File: config.mk
export PLATFORM = sky130hd
export DESIGN_NAME = match_lock_detector
export DESIGN_NICKNAME = d
export VERILOG_FILES = /design/src/rtl/match_lock_detector.sv
export SDC_FILE = /design/constraint.sdc
export NUM_CORES = 1
export LEC_CHECK = 0
export CELL_PAD_IN_SITES_DETAIL_PLACEMENT = 1
export CELL_PAD_IN_SITES_GLOBAL_PLACEMENT = 1
export CORE_MARGIN = 2
export CORE_UTILIZATION = 51
export CTS_BUF_LIST = sky130_fd_sc_hd__clkbuf_4 sky130_fd_sc_hd__clkbuf_8
export DETAILED_ROUTE_END_ITERATION = 8
export DONT_BUFFER_PORTS = 1
export MAX_ROUTING_LAYER = met4
export PLACE_DENSITY_LB_ADDON = 0.08
export REMOVE_ABC_BUFFERS = 1
export SYNTH_ARGS = -nofsm -noshare
export SYNTH_HDL_FRONTEND = slang
export SYNTH_SLANG_ARGS = --single-unit
File: constraint.sdc
create_clock -name clk -period 3.34 [get_ports clk]
set_input_delay 0.501 -clock clk [delete_from_list [all_inputs] [get_ports clk]]
set_output_delay 0.501 -clock clk [all_outputs]
set_load 0.005 [all_outputs]
File: src/rtl/match_lock_detector.sv
// match_lock_detector
// Registered consumer of a WIDTH-bit equality compare. Each valid sample
// registers (a == b) and advances a small FSM that counts consecutive
// matches. The FSM declares lock after LOCK_COUNT consecutive matches. It
// drops lock after MISS_TOL consecutive mismatches seen while locked.
//
// Ports:
//   clk          - single clock, rising edge
//   rst_n        - asynchronous active-low reset
//   a, b         - WIDTH-bit operands
//   valid        - operands valid this cycle; no sample is taken when low
//   clear        - synchronous soft clear back to IDLE; wins over valid
//   eq_q         - registered (a == b) from the last valid sample
//   run_cnt      - consecutive-match count; saturates while locked
//   locked       - high while the FSM is in LOCKED
//   lock_pulse   - one-cycle pulse on entry to LOCKED
//   unlock_pulse - one-cycle pulse on a mismatch-driven exit from LOCKED
module match_lock_detector #(
  parameter int WIDTH      = 8,
  parameter int LOCK_COUNT = 4,
  parameter int MISS_TOL   = 2,
  parameter int CNT_W      = 4
) (
  input  logic             clk,
  input  logic             rst_n,
  input  logic [WIDTH-1:0] a,
  input  logic [WIDTH-1:0] b,
  input  logic             valid,
  input  logic             clear,
  output logic             eq_q,
  output logic [CNT_W-1:0] run_cnt,
  output logic             locked,
  output logic             lock_pulse,
  output logic             unlock_pulse
);

  localparam logic [1:0] IDLE   = 2'd0;
  localparam logic [1:0] TRACK  = 2'd1;
  localparam logic [1:0] LOCKED = 2'd2;

  localparam logic [CNT_W-1:0] LOCK_C  = CNT_W'(LOCK_COUNT);
  localparam logic [CNT_W-1:0] MISS_C  = CNT_W'(MISS_TOL);
  localparam logic [CNT_W-1:0] CNT_MAX = {CNT_W{1'b1}};
  localparam logic [CNT_W-1:0] CNT_ONE = CNT_W'(1);
  localparam logic [CNT_W-1:0] CNT_ZERO = {CNT_W{1'b0}};

  logic [1:0]       state_r,    state_nxt_s;
  logic             eq_r,       eq_nxt_s;
  logic [CNT_W-1:0] run_r,      run_nxt_s;
  logic [CNT_W-1:0] miss_r,     miss_nxt_s;
  logic             locked_r;
  logic             lock_p_r,   lock_p_nxt_s;
  logic             unlock_p_r, unlock_p_nxt_s;
  logic             match_s;
  logic [CNT_W-1:0] run_inc_s;
  logic [CNT_W-1:0] miss_inc_s;

  assign match_s    = (a == b);
  assign run_inc_s  = run_r + CNT_ONE;
  assign miss_inc_s = miss_r + CNT_ONE;

  // Next-state, counter and pulse computation; pulses default low every cycle.
  always_comb begin
    state_nxt_s    = state_r;
    eq_nxt_s       = eq_r;
    run_nxt_s      = run_r;
    miss_nxt_s     = miss_r;
    lock_p_nxt_s   = 1'b0;
    unlock_p_nxt_s = 1'b0;
    if (clear) begin
      // Soft clear never raises unlock_pulse, even from LOCKED.
      state_nxt_s = IDLE;
      eq_nxt_s    = 1'b0;
      run_nxt_s   = CNT_ZERO;
      miss_nxt_s  = CNT_ZERO;
    end else if (valid) begin
      eq_nxt_s = match_s;
      case (state_r)
        IDLE: begin
          miss_nxt_s = CNT_ZERO;
          if (match_s) begin
            run_nxt_s = CNT_ONE;
            if (LOCK_C == CNT_ONE) begin
              state_nxt_s  = LOCKED;
              lock_p_nxt_s = 1'b1;
            end else begin
              state_nxt_s = TRACK;
            end
          end else begin
            run_nxt_s   = CNT_ZERO;
            state_nxt_s = IDLE;
          end
        end
        TRACK: begin
          // run_cnt stays below LOCK_COUNT here, so the increment cannot wrap.
          miss_nxt_s = CNT_ZERO;
          if (match_s) begin
            run_nxt_s = run_inc_s;
            if (run_inc_s == LOCK_C) begin
              state_nxt_s  = LOCKED;
              lock_p_nxt_s = 1'b1;
            end else begin
              state_nxt_s = TRACK;
            end
          end else begin
            run_nxt_s   = CNT_ZERO;
            state_nxt_s = IDLE;
          end
        end
        LOCKED: begin
          if (match_s) begin
            miss_nxt_s = CNT_ZERO;
            if (run_r == CNT_MAX) begin
              run_nxt_s = CNT_MAX;
            end else begin
              run_nxt_s = run_inc_s;
            end
          end else if (miss_inc_s == MISS_C) begin
            state_nxt_s    = IDLE;
            run_nxt_s      = CNT_ZERO;
            miss_nxt_s     = CNT_ZERO;
            unlock_p_nxt_s = 1'b1;
          end else begin
            // A tolerated miss holds run_cnt and only advances the miss count.
            miss_nxt_s = miss_inc_s;
          end
        end
        default: begin
          state_nxt_s = IDLE;
          run_nxt_s   = CNT_ZERO;
          miss_nxt_s  = CNT_ZERO;
        end
      endcase
    end else begin
      // No sample: everything holds, and the pulses fall back to 0.
      state_nxt_s = state_r;
      run_nxt_s   = run_r;
      miss_nxt_s  = miss_r;
    end
  end

  // State and output registers; locked is decoded from the next state.
  always_ff @(posedge clk or negedge rst_n) begin
    if (!rst_n) begin
      state_r    <= IDLE;
      eq_r       <= 1'b0;
      run_r      <= CNT_ZERO;
      miss_r     <= CNT_ZERO;
      locked_r   <= 1'b0;
      lock_p_r   <= 1'b0;
      unlock_p_r <= 1'b0;
    end else begin
      state_r    <= state_nxt_s;
      eq_r       <= eq_nxt_s;
      run_r      <= run_nxt_s;
      miss_r     <= miss_nxt_s;
      locked_r   <= (state_nxt_s == LOCKED);
      lock_p_r   <= lock_p_nxt_s;
      unlock_p_r <= unlock_p_nxt_s;
    end
  end

  assign eq_q         = eq_r;
  assign run_cnt      = run_r;
  assign locked       = locked_r;
  assign lock_pulse   = lock_p_r;
  assign unlock_pulse = unlock_p_r;

endmodule
==> reports/metrics.csv <==
metric,value,unit
setup_violations,0,
n_antenna_cell,0,
numCtsBuffers,3,
min_from,clear,
status,"finished, final reports clean",
root_buffer,clkbuf_4,
synth_top_cell_area_share,36.32,%
ir_drop,0.2440,mV
drtAntennaViolNets,0,
cp.arrival,2350,ps
fin_crit,2181,ps
synth.distinct_cells,36,
layout-drive-gt1-share,9.615,%
leakagePower,0.4141,nW
power.internal,0.2432,mW
grtUsageTotal,23.34,%
core_area,1745,um2
fin_crit_sh,65.31,%
gr-total-overflow,0,
synthTopCellsByCount,"dfrtp_1, xor2_1, nor2_1, o21ai_0, inv_1",
nFillCells,209,
rsz0062_at_grt,false,
power_density,307.9,nW/um2
synth_async_sr_flop_share,100.0,%
wl_met3,105,um
wl,2104,um
synth_most_common_cell,dfrtp_1,
synth-warning-count,0,
clockBufferDepth,2,
cts_setup_buffers,0,
synthToLayoutAreaGrowth,4.150,%
r2r_end,locked,
whs_endpoint,eq_q,
min_path_type,in2reg,
path_class,reg2reg,
place.gp.congestion,0.8030,
synth-seq-cells,14,
fin_worst_hold_slack,279.0,ps
wl_per_cell,16.31,um
io_buffers,0,
grt_max_degree,15,
synthTopCellsByArea,"dfrtp_1, xor2_1, ha_1",
power_switching_share,21.40,%
syn_area_per_cell,9.187,um2
hold_violations,0,
reg2reg_depth,6,
die_h,47.49,um
fin_setup_tns,0,ps
grt_antenna_before_repair,0,
ff2ff_setup_slack,1160,ps
r2r-start,miss_r[0],
cts_tree,built,
clock_latency,280,ps
wl_met1,910,um
synth_enable_flop_cells,0,
power.share.clock,39.1,%
synth_area,964.7,um2
synth-main-ff-cell,dfrtp_1,
yosys.area.top_type,dfrtp_1,
syn_inst,105,
cp-startpoint,miss_r[0],
drt_iter0_drc,19,
crit_path_end_kind,flop,
cts_sinks,14,
placementRows,15,
start_util,55.27,%
max_cap_viol_count,0,
p_seq_share,54.8,%
route.met2.wl,1061,um
skew,4.134,ps
critPathRequiredTime,3510,ps
top_layer,met4,
vias_per_cell,6.279,
die_area,2255,um2
slew_viol_final,0,
grt_pass1_wl,3532,um
cts.clk_slew.worst_paths,80,ps
dp_hpwl,1661,um
fmax,458.4,MHz
vias,810,
cts-htree-levels,1,
pwr-share-comb,6.0,%
grt_pass1_vias,776,
io_pins,28,
drtPass1Iterations,4,
worst_slew_pin_slew,624.4,ps
max_slew_margin,58.24,%
ys_seq_area_share,36.32,%
die_x,47.49,um
cp-start-kind,flop,
p_sw,0.06619,mW
final_nets,128,
hold_depth,1,
worstPathMaxFanout,8,
drcViolationCount,0,
==> repair_timing <==
item / 4_1_cts / 5_1_grt
endpoints found under the hold margin: 14 / 0
hold buffers: 1 / 0
resized for setup: 0 / 0
==> power by group through the flow <==
stage | registers (mW) | clock network, mW | logic, mW
floorplan | 0.173 | 0 | 0.0124
global placement | 0.173 | 0 | 0.0141
detailed placement | 0.173 | 0 | 0.0148
CTS | 0.170 | 0.126 | 0.0191
global route | 0.170 | 0.134 | 0.0218
finish | 0.170 | 0.121 | 0.0187
==> flip-flops by register name, summed over array words and instances, names as in the netlist <==
| register | count |
|---|---|
| miss_r | 4 |
| run_cnt | 4 |
| state_r | 2 |
| eq_q | 1 |
| lock_pulse | 1 |
| locked | 1 |
| unlock_pulse | 1 |
==> cell usage in the layout (no fill, tap or decap), types with 2 or more instances in the layout <==
cell,instances
o22ai_1,3
nand3_1,5
inv_1,6
nor4_1,2
ha_1,3
nor2_1,7
and3_1,2
clkbuf_4,3
a21oi_1,4
nand2b_1,3
nand2_1,5
nor2b_1,2
a31oi_1,5
a2111oi_0,2
o31ai_1,2
o21ai_0,7
dfrtp_1,14
nand4_1,2
xor2_1,9
==> worst max path at each step <==
stage | to | depth (start not counted)
detailed placement | locked | 6
CTS | locked | 6
floorplan | locked | 6
finish | locked | 6
global placement | locked | 6
global route | locked | 6
==> layer usage <==
metal	vias up	global-route usage (%)
li1	383	-
met1	398	27.92
met2	24	38.65
met3	5	6.038
met4	0	6.667
met5	-	-
==> cell families after synthesis <==
| logic type | share of synthesized area [%] |
|---|---|
| xor+xnor | 8.172 |
| flops | 36.32 |
| buf+inv | 6.225 |
| simple gates | 20.10 |
| compound gates | 24.26 |
| mux | 1.038 |
| fa+ha+maj | 3.891 |
==> worst max-delay path, stage by stage (launching register included) <==
cell and delay [ps]:
dfrtp_1 480, ha_1 290, or4b_2 610, o31ai_1 160
o22ai_1 160, a31o_2 240, nor2b_1 120
==> final cells by class <==
class / count / area [um2] / area share [%]
tap: 25 / 31.28 / 3.113
inverter: 6 / 22.52 / 2.242
multi-input combinational: 79 / 554.3 / 55.17
timing repair buffer: 1 / 10.01 / 0.9963
sequential: 14 / 350.3 / 34.87
clock buffer: 4 / 36.28 / 3.611
==> stage by stage <==
| stage | instances | cell area, um2 | setup WS (ps) | power, mW | utilization, % |
|---|---|---|---|---|---|
| 2_1_floorplan | 99 | 927.1 | 1348 | 0.1854 | - |
| 3_3_place_gp | 124 | 958.4 | 1168 | 0.1871 | 54.91 |
| 3_5_place_dp | 124 | 958.4 | 1167 | 0.1878 | 54.91 |
| 4_1_cts | 129 | 1005 | 1151 | 0.3148 | 57.56 |
| 5_1_grt | 129 | 1005 | 1030 | 0.3253 | 57.56 |
| 6_report | 129 | 1005 | 1159 | 0.3094 | 57.56 |
(Power assumes the default switching activity.)
